File: src/rtl/note_sequencer.sv
// note_sequencer: programmable song table with beat-timed playback.
// Holds DEPTH {note, length} entries; each entry is presented for length+1
// beats. Supports start/stop, pause, one-shot or looped playback and a
// programmable final entry. Feeds note/length to the tone generator.
module note_sequencer #(
  parameter int NOTE_W = 4,
  parameter int LEN_W  = 2,
  parameter int DEPTH  = 64,
  localparam int ADDR_W = $clog2(DEPTH)
) (
  input  logic              clk,
  input  logic              rst_n,
  input  logic              wr_en,
  input  logic [ADDR_W-1:0] wr_addr,
  input  logic [NOTE_W-1:0] wr_note,
  input  logic [LEN_W-1:0]  wr_len,
  input  logic [ADDR_W-1:0] last_idx,
  input  logic              loop,
  input  logic              start,
  input  logic              stop,
  input  logic              pause,
  input  logic              beat,
  output logic [NOTE_W-1:0] note,
  output logic [LEN_W-1:0]  length,
  output logic              note_strobe,
  output logic [ADDR_W-1:0] pos,
  output logic              playing,
  output logic              done
);

  typedef enum logic [1:0] {
    ST_IDLE  = 2'd0,
    ST_FETCH = 2'd1,
    ST_HOLD  = 2'd2
  } state_t;

  // Song table storage; contents survive reset on purpose so a song can be
  // replayed after a reset without reloading it.
  logic [NOTE_W-1:0] tbl_note [DEPTH];
  logic [LEN_W-1:0]  tbl_len  [DEPTH];

  state_t            state_reg, state_next;
  logic [NOTE_W-1:0] note_reg, note_next;
  logic [LEN_W-1:0]  length_reg, length_next;
  logic              strobe_reg, strobe_next;
  logic [ADDR_W-1:0] pos_reg, pos_next;
  logic              done_reg, done_next;
  logic [LEN_W:0]    beats_left_reg, beats_left_next;
  logic [ADDR_W-1:0] last_idx_reg, last_idx_next;
  logic              loop_reg, loop_next;

  // Combinational read of the entry currently addressed by pos.
  logic [NOTE_W-1:0] rd_note;
  logic [LEN_W-1:0]  rd_len;
  assign rd_note = tbl_note[pos_reg];
  assign rd_len  = tbl_len[pos_reg];

  assign playing     = (state_reg != ST_IDLE);
  assign note        = note_reg;
  assign length      = length_reg;
  assign note_strobe = strobe_reg;
  assign pos         = pos_reg;
  assign done        = done_reg;

  // Table write port; writes during playback are dropped so the entry being
  // played can never change underneath the sequencer.
  always_ff @(posedge clk) begin
    if (wr_en && !playing) begin
      tbl_note[wr_addr] <= wr_note;
      tbl_len[wr_addr]  <= wr_len;
    end
  end

  // State and output registers.
  always_ff @(posedge clk or negedge rst_n) begin
    if (!rst_n) begin
      state_reg      <= ST_IDLE;
      note_reg       <= '0;
      length_reg     <= '0;
      strobe_reg     <= 1'b0;
      pos_reg        <= '0;
      done_reg       <= 1'b0;
      beats_left_reg <= '0;
      last_idx_reg   <= '0;
      loop_reg       <= 1'b0;
    end else begin
      state_reg      <= state_next;
      note_reg       <= note_next;
      length_reg     <= length_next;
      strobe_reg     <= strobe_next;
      pos_reg        <= pos_next;
      done_reg       <= done_next;
      beats_left_reg <= beats_left_next;
      last_idx_reg   <= last_idx_next;
      loop_reg       <= loop_next;
    end
  end

  // Next-state logic; stop overrides start and beat in every playing state.
  always_comb begin
    state_next      = state_reg;
    note_next       = note_reg;
    length_next     = length_reg;
    strobe_next     = 1'b0;
    pos_next        = pos_reg;
    done_next       = 1'b0;
    beats_left_next = beats_left_reg;
    last_idx_next   = last_idx_reg;
    loop_next       = loop_reg;

    case (state_reg)
      ST_IDLE: begin
        if (start && !stop) begin
          last_idx_next = last_idx;
          loop_next     = loop;
          pos_next      = '0;
          state_next    = ST_FETCH;
        end
      end

      ST_FETCH: begin
        if (stop) begin
          state_next  = ST_IDLE;
          note_next   = '0;
          length_next = '0;
        end else begin
          // A beat landing here is deliberately ignored; the entry's full
          // duration starts counting from HOLD.
          note_next       = rd_note;
          length_next     = rd_len;
          beats_left_next = (LEN_W+1)'(rd_len) + (LEN_W+1)'(1);
          strobe_next     = 1'b1;
          state_next      = ST_HOLD;
        end
      end

      ST_HOLD: begin
        if (stop) begin
          state_next  = ST_IDLE;
          note_next   = '0;
          length_next = '0;
        end else if (beat && !pause) begin
          beats_left_next = beats_left_reg - (LEN_W+1)'(1);
          if (beats_left_reg == (LEN_W+1)'(1)) begin
            if (pos_reg != last_idx_reg) begin
              pos_next   = pos_reg + ADDR_W'(1);
              state_next = ST_FETCH;
            end else if (loop_reg) begin
              pos_next   = '0;
              state_next = ST_FETCH;
            end else begin
              state_next = ST_IDLE;
              note_next  = '0;
              done_next  = 1'b1;
            end
          end
        end
      end

      default: begin
        state_next = ST_IDLE;
      end
    endcase
  end

endmodule
File: config.mk
export PLATFORM = sky130hd
export DESIGN_NAME = note_sequencer
export DESIGN_NICKNAME = d
export VERILOG_FILES = /design/src/rtl/note_sequencer.sv
export SDC_FILE = /design/constraint.sdc
export NUM_CORES = 1
export LEC_CHECK = 0
export ABC_AREA = 1
export BUFFER_PORTS_ARGS = -buffer_cell sky130_fd_sc_hd__buf_2
export CAP_MARGIN = 25
export CORE_UTILIZATION = 40
export DETAILED_ROUTE_END_ITERATION = 8
export GPL_ROUTABILITY_DRIVEN = 0
export PLACE_DENSITY = 0.56
export SYNTH_ARGS = -nofsm -noshare
export SYNTH_HDL_FRONTEND = slang
export SYNTH_SLANG_ARGS = --single-unit
File: constraint.sdc
create_clock -name clk -period 3.6 [get_ports clk]
set_input_delay 0.54 -clock clk [delete_from_list [all_inputs] [get_ports clk]]
set_output_delay 0.54 -clock clk [all_outputs]
set_load 0.05 [all_outputs]
---- Word level (Yosys, flattened, before mapping) ----
Memories as Yosys holds them, arrays and structs flattened.
Index checks and enable logic that the tools add are counted.
word-level totals
  logic and storage cells ................. 84
  register bits after elaboration ......... 26
  memories kept ........................... 2
  output and inout bits ................... 15
  input bits .............................. 26
  memory bits (writable) .................. 384
cells by class
  reductions and logical operators ........ 16
  $add $sub $neg .......................... 3
  mux-type cells .......................... 39
  equality and inequality tests ........... 15
memories
  name      depth  width  rd ports  clocked after Yosys merged registers in  write ports  RTL line  source
  tbl_note  64     4      1         0                                        1            39        logic [NOTE_W-1:0] tbl_note [DEPTH];
  tbl_len   64     2      1         0                                        1            40        logic [LEN_W-1:0] tbl_len [DEPTH];
operators by type and width
  operator                                        number
  two-way mux 6 bit                               6
  two-way mux 4 bit                               6
  inequality test 3 bit (second input constant)   5
  two-way mux 2 bit                               7
  two-way mux 1 bit                               12
  inequality test 2 bit (second input constant)   6
  one-hot mux 6 bit (2 select lines)              1
  two-way mux 3 bit                               3
  one-hot mux 4 bit (2 select lines)              1
  adder 6 x 1 -> 6 bit (second input constant)    1
  inequality test 6 bit                           1
  one-hot mux 2 bit (3 select lines)              1
  one-hot mux 3 bit (2 select lines)              1
  AND reduction 6 bit                             1
  nonzero test 2 bit                              3
  AND reduction 5 bit                             1
  one-hot mux 2 bit (2 select lines)              1
  AND reduction 2 bit                             2
  AND reduction 4 bit                             1
  adder 2 x 1 -> 3 bit (second input constant)    1
  == test 3 x 1 -> 1 bit (second input constant)  1
  logical AND 1 bit                               3
  zero test 1 bit                                 3
  AND reduction 3 bit                             1
  4 further kinds                                 4

---- Depth between registers and ports, before layout ----
Gate-level depths: netlist of the first run.
  depth after elaboration ................. 6
  mapped depth ............................ 14
  mapped depth without buffers ............ 12

---- Worst setup path after synthesis of the first run ----
No wires, ideal clock.
  path kind ............................... register to register
  start point ............................. register pos_reg[0], in the netlist pos[0]
  end point ............................... register beats_left_reg[1]
  period minus slack after synthesis ...... 2314 ps
  buffers on the path ..................... 2
  arrival time ............................ 2177 ps
  setup time .............................. 138 ps
  data required time ...................... 3462 ps
  stages on the path, launching flop included .. 13
  slack ................................... 1286 ps
  cells stage by stage .................... dfrtp_1 > inv_2 > buf_4 > buf_2 > nand2_1 > nand3_1 > nand3_1 > a21oi_1 > o211ai_1 > nand2_1 > ha_1 > o211ai_1 > o21ai_0
between the ends
  cells in the longest elaborated chain, start to end .. 4
RTL lines
  item                                RTL line  source
  from (decl)                         46        logic [ADDR_W-1:0] pos_reg, pos_next;
  from (signal assigned)              91        pos_reg <= pos_next;
  memory read (64 x 2 bit)            --
  adder 2 x 1 -> 3 bit                131       beats_left_next = (LEN_W+1)'(rd_len) + (LEN_W+1)'(1);
  two-way mux 3 bit                   122       if (stop) begin
  one-hot mux 3 bit (2 select lines)  111       case (state_reg)
  to (signal assigned)                93        beats_left_reg <= beats_left_next;
  to (decl)                           48        logic [LEN_W:0] beats_left_reg, beats_left_next;
No other way between the ends. The select of a mux whose other input is x is not followed.
A chain may end at the register's enable or synchronous reset.

---- Worst setup path in the final report of the first run ----
Ends and elaborated chain as after synthesis.

==> results.txt, run 1 <==
Drt pass-1 iters - 5
Via Count - 11430
Die H - 208.7 um
Reg with most FFs - tbl_note
WP data required - 4020 ps
Net Count, Synth - 1534
Setup_tns - 0 ps
Io pins - 41
Pleak - 7.191 nW
Core Region - 0.04204 sq mm
Filler Cell Count - 3863
Layout Skew - 10.14 ps
Hold Startpoint - last_idx[0]
MaxCap Viol Count - 0
Worst-path clk slew - 60 ps
Data arrival, critical path - 3230 ps
Post-synthesis cell area - 0.01709 sq mm
Mean Syn Cell Area - 11.36 sq um
Vias in the first global route - 11410
Antenna Violating Nets Remaining - 0
Number of diodes - 0
GRT Overall Usage - 0.2067
Yosys top cell area share - 0.6749
Vias/cell - 5.321
Status - completed
Largest registers - tbl_note: 256 flops, tbl_len: 128 flops
Nets - 1608
TritonCTS buffer count - 44
CP Launch Point - pos[0]
Worst skew pair latency - 560 ps
CTS Sinks - 410
Nature of the critical path endpoint - flip-flop
Post-CTS Resized - 0
HP Class - input pin to flip-flop
CTS H-tree lvls - 2
Clock period minus final worst setup slack - 2802 ps
Count of different cell masters after synthesis - 36
Hold violation count in the final report - 0
Largest family of logic cells by synthesized area - simple AND/OR/NAND/NOR gates
Row cnt - 75
Number of flip-flops under the largest register name - 256
Tightest Pin Transition - 831.5 ps
Xor-xnor portion of the synthesized cell area - 0.001538
CTS tree - yes
CP Max Fanout - 64
GR Overflow Total - 0
Synth top area cells - edfxtp_1 67%, nand2_1 9.8%, nand3_1 8.3%, dfrtp_1 3.8%, nor2_1 2.7%
Post-synthesis mux area share - 0.003295
Post-CTS Hold Buffers - 1
Largest net degree at the start of global routing - 122
Final HPWL DP - 26330 um
Setup bufs post-CTS - 0
Cell count after synthesis - 1504
Hold_ws - 209.1 ps
Simple-Gate Fraction of Synth Area - 0.2178
Max_slew headroom - 0.4457
Setup CP Type - flip-flop to flip-flop
Layout cells sized above 1 - 0.1224
Most frequent cells in the layout - 445 x nand2_1, 384 x edfxtp_1, 282 x nand3_1, 122 x nor2_1, 67 x buf_4
Die X - 208.7 um
Design Power - 12.95 mW
IO Port Bufs - 40
Final number of max-transition violations - 0
Power density over the cells - 662.0 mW/mm^2
Antenna violations before repair - 0
Leading area contributor after synthesis - edfxtp_1
Starting Density - 0.4064
Global-route wire length before repair - 68250 um
Violation count after the first detailed-route iteration - 962
Wire per inst - 20.61 um
Number of synthesized register bits - 410
Bufs on Longest Clock Path - 3
Maximum clock rate - 356.9 MHz
Peak VDD IR - 0.0003994 V
Most common cell after layout, fill and taps aside - nand2_1
Setup violators final - 0
Drt total wl - 44280 um
Drt drc - 0
Synthesis-to-finish area growth - 14.47%
Unrepaired setup endpoints after global routing - false
Period utilisation layout - 0.7783
Compound-gate portion of the synthesized area - 0.02819
Clk root buf - clkbuf_16
Crit path launch type - flip-flop
Crit Reg-Reg Startpoint - pos[0]
Die ar. - 0.04355 sq mm
YS warnings - 0
Synth Area in Adders - 0.002929
Seq/Total Area, Yosys - 0.7129
## critical path, cell delays in order (launching register included)
cell and delay, ps:
dfrtp_4 520, inv_6 370, buf_12 270, nand2_1 80
nand3_1 70, nand3_1 90, nand2_1 90, nand2_1 70
nand3_1 150, o211ai_1 140, nand2_1 180, ha_1 250
o211ai_1 170, o21ai_0 100
## cell type report
class | count | area, sq um | area share
clock buffers | 49 | 1141 | 0.05834
well taps | 539 | 674.4 | 0.03448
flip-flops and latches | 410 | 12190 | 0.6233
repair buffers | 111 | 818.3 | 0.04184
multi-input cells | 975 | 4335 | 0.2217
clock inverters | 28 | 257.7 | 0.01318
inverters | 36 | 141.4 | 0.007229
## through the flow
step	setup WS, ps	instance area [sq um]	utilization	instances
2_1_floorplan	1286	17090	-	1504
3_3_place_gp	840.0	18150	0.4317	2070
3_5_place_dp	814.1	18150	0.4317	2070
4_1_cts	800.5	19560	0.4652	2148
5_1_grt	569.3	19560	0.4652	2148
6_report	798.0	19560	0.4652	2148
## cells in the mapped netlist (all sizes together)
cell type / count
and3: 1
dfrtp: 26
or2: 1
nor2: 125
inv: 35
nor3b: 1
buf: 71
a21oi: 17
o221ai: 1
nand3b: 1
nand3: 283
xor2: 3
clkbuf: 12
nor3: 7
nand2: 447
edfxtp: 384
clkinv: 1
ha: 4
o21ai: 50
o22ai: 11
a211oi: 1
o211ai: 7
mux2: 5
nand4: 10
## path summary, 6_finish.rpt
check / end / slack (ps) / cells past startpoint
worst max-delay path: beats_left_reg[1] / 800 / 13
worst min-delay path: last_idx_reg[0] / 210 / 2
worst max register to register: beats_left_reg[1] / 800 / 13
worst min register to register: note[3] / 490 / 2
max in group asynchronous: pos[1] / 2610 / 2
min in group asynchronous: last_idx_reg[1] / 530 / 2
## kinds of logic (layout without fill, tap and decap cells)
| kind of cell | Yosys count | count (layout) |
|---|---|---|
| AND/OR/NAND/NOR | 876 | 876 |
| multiplexers | 5 | 5 |
| XOR/XNOR | 3 | 3 |
| AO/OA/AOI/OAI | 87 | 87 |
| adder cells (fa/ha/maj) | 4 | 4 |
| buffers and inverters | 119 | 224 |
| flip-flops | 410 | 410 |
## layer usage
metal  track usage  wire length (um)  vias to the layer above
met2        0.3366             21010                      346
li1              -                 -                     5416
met1        0.2808             19190                     5588
met3       0.03847              2811                       80
met5             0                 0                        -
met4       0.06440              1261                        0
## power by group
group / internal, mW / switching (mW) / total, mW
Combinational: 0.855 / 2.23 / 3.09
Clock: 2.63 / 1.79 / 4.42
Sequential: 5.35 / 0.0914 / 5.44
Power figures use the tool's default switching activity.
==> inputs of run 2 (changes only) <==
ABC_AREA = 0   (was 1)
PLACE_DENSITY = 0.58   (was 0.56)
clock period = 2.4 ns   (was 3.6 ns; I/O delays follow)
==> results.txt, run 2 <==
DP Area - 0.01826 sq mm
Filler Cell Count - 3219
YS warnings - 0
Combinational fraction of design power - 0.085
Vias in the first global route - 8904
Violated checks - negative setup slack
Most frequent cells in the layout - 384 x edfxtp_1, 137 x buf_4, 90 x mux4_2, 86 x nor2_1, 46 x clkbuf_16
Worst slack, placed - -298.2 ps
Drt total wl - 40240 um
Largest stage delay on the critical path - 490 ps
Global-route wire length before repair - 58930 um
Clk pwr share - 0.413
IO Port Bufs - 40
CTS Sinks - 410
Die X - 204.8 um
Vias/cell - 5.522
Number of flip-flops under the largest register name - 256
MaxCap Viol Count - 0
Maximum clock rate - 370.5 MHz
Yosys top cell area share - 0.7012
Data arrival, critical path - 3120 ps
Top FF cell, synth - edfxtp_1
Core Region - 0.04010 sq mm
Hold violation count in the final report - 0
Setup violators final - 8
Starting Density - 0.4101
CP Max Fanout - 5
Net Count, Synth - 882
Drt pass-1 iters - 5
Final HPWL DP - 26910 um
Worst-path clk slew - 60 ps
Synth top area cells - edfxtp_1 70%, mux4_2 12%, dfrtp_1 4.0%, nor2_1 2.0%, mux2i_1 1.7%
GR Overflow Total - 0
Sw Pwr - 3.483 mW
Die ar. - 0.04193 sq mm
Worst path slowest cell - dfrtp_4
Seq/Total Area, Yosys - 0.7408
Bufs on Longest Clock Path - 3
Post-synthesis cell area - 0.01644 sq mm
Crit path buffers/inverters - 1
Post-route setup slack - -299.2 ps
Reg with most FFs - tbl_note
Seq pwr share - 0.502
Number of synthesized register bits - 410
Design Power - 15.92 mW
Tightest Pin Transition - 743.7 ps
Antenna Violating Nets Remaining - 0
Layout cells sized above 1 - 0.3548
Async SR Flop Fraction - 0.06341
Leading area contributor after synthesis - edfxtp_1
Nature of the critical path endpoint - flip-flop
Non-Filler Instances - 1612
Peak VDD IR - 0.0005703 V
Clk root buf - clkbuf_16
Max_slew headroom - 0.5024
Most common cell in the netlist - edfxtp_1
Most common cell after layout, fill and taps aside - edfxtp_1
CTS H-tree lvls - 2
WP data required - 2820 ps
Power density over the cells - 795.9 mW/mm^2
Row cnt - 73
Wire per inst - 24.96 um
Violation count after the first detailed-route iteration - 918
Drt drc - 0
Period utilisation layout - 1.125
CTS tree - yes
Setup CP Type - flip-flop to flip-flop
Nets - 1080
TritonCTS buffer count - 44
Crit-path most repeated cell - mux4_2
Int Pwr - 12.43 mW
GRT Overall Usage - 0.1961
Layout Skew - 12.00 ps
Die H - 204.8 um
Cell count after synthesis - 852
HP Class - input pin to flip-flop
Via Count - 8901
Status - finished with violations
Unrepaired setup endpoints after global routing - true
Mean Syn Cell Area - 19.30 sq um
Final number of max-transition violations - 0
Crit path cell chain - buf_12, mux4_2, mux4_2, a211o_1, o22a_2, ha_4, nand2_2, o21ai_2, a22o_1
Placed cell count - 1516
Crit path max-delay family - multiplexers
Io pins - 41
Crit path launch type - flip-flop
Post-synth EDFFs - 384
Antenna violations before repair - 4
Clock period minus final worst setup slack - 2699 ps
Synthesis-to-finish area growth - 21.62%
Sw frac - 0.2188
Final Instance Area - 0.02000 sq mm
Worst skew pair latency - 550 ps
Pleak - 6.639 nW
Largest registers - tbl_note: 256 flops, tbl_len: 128 flops
Top post-synthesis cells by count - 384 x edfxtp_1, 89 x mux4_2, 87 x nor2_1
Count of different cell masters after synthesis - 55
Hold_ws - 44.33 ps
Largest net degree at the start of global routing - 65
==> run 2: changes by cell type after synthesis, sizes merged, moves of 28 or more <==
cell	previous run	this run
nor2	125	87
mux4	0	95
buf	71	25
nand3	283	21
mux2i	0	28
o21ai	50	8
nand2	447	24
==> run 2: logic make-up (layout without fill, tap and decap cells) <==
family,Yosys count,after routing,synth area share
xor+xnor,6,6,0.003196
compound gates,68,68,0.02975
flops,410,410,0.7408
buf+inv,57,290,0.01818
other cells,0,2,0
fa+ha+maj,4,4,0.003044
simple gates,175,175,0.05037
mux,132,132,0.1547
==> run 2: per-stage QoR <==
step	utilization	TNS, ps
floorplan	-	-1189
global placement	0.4548	-794.7
detailed placement	0.4553	-969.1
CTS	0.4962	-739.4
global route	0.4987	-1608
finish	0.4988	-1167
==> run 2: power groups by stage <==
stage | Clock (mW) | Sequential (mW) | Combinational (mW)
after CTS | 6.69 | 7.99 | 1.33
after global routing | 6.94 | 8.00 | 1.45
after floorplan | 0 | 8.20 | 0.689
after global placement | 0 | 8.14 | 1.19
final | 6.57 | 7.99 | 1.36
after detailed placement | 0 | 8.14 | 1.20
==> run 2: final timing paths <==
check                           from                end  slack [ps]  cells past startpoint
setup reg to reg              pos[0]  beats_left_reg[2]        -300                      9
setup / recovery              pos[0]  beats_left_reg[2]        -300                      9
max in group asynchronous      rst_n             pos[0]        1510                      2
hold reg to reg            length[1]          length[1]         510                      1
min in group asynchronous      rst_n             pos[4]         390                      2
hold / removal                  stop       state_reg[1]          40                      2
==> run 2: per-layer routing <==
metal  vias to the layer above  share of wire  global-route usage
met4                         6          0.022             0.05437
met1                      4622           0.43              0.2792
li1                       3870              -                   -
met2                       340           0.47              0.3071
met3                        63          0.071             0.03866
met5                         -        0.00084                   0
==> run 2: layout make-up <==
class | instances | area (sq um) | share of cell area
inverters | 12 | 45.04 | 0.002252
flip-flops and latches | 410 | 12190 | 0.6097
repair buffers | 197 | 1633 | 0.08164
clock buffers | 56 | 1167 | 0.05837
diodes | 2 | 5.005 | 0.0002502
clock inverters | 25 | 235.2 | 0.01176
multi-input cells | 385 | 4064 | 0.2032
well taps | 525 | 656.9 | 0.03284
==> run 2: worst reg2reg max path, stage by stage (launching register included) <==
cell and delay, ps:
dfrtp_4 490, buf_12 150, mux4_2 420, mux4_2 480, a211o_1 290, o22a_2 270
ha_4 170, nand2_2 50, o21ai_2 50, a22o_1 210
==> run 2: what timing repair did <==
item | CTS | global route
endpoints found under the setup margin | 7 | 13
endpoints found under the hold margin | 26 | 0
resized for setup | 16 | 16
cloned | 3 | 1
setup buffers | 7 | 3
pin swaps | 2 | 5
hold buffers | 1 | 0
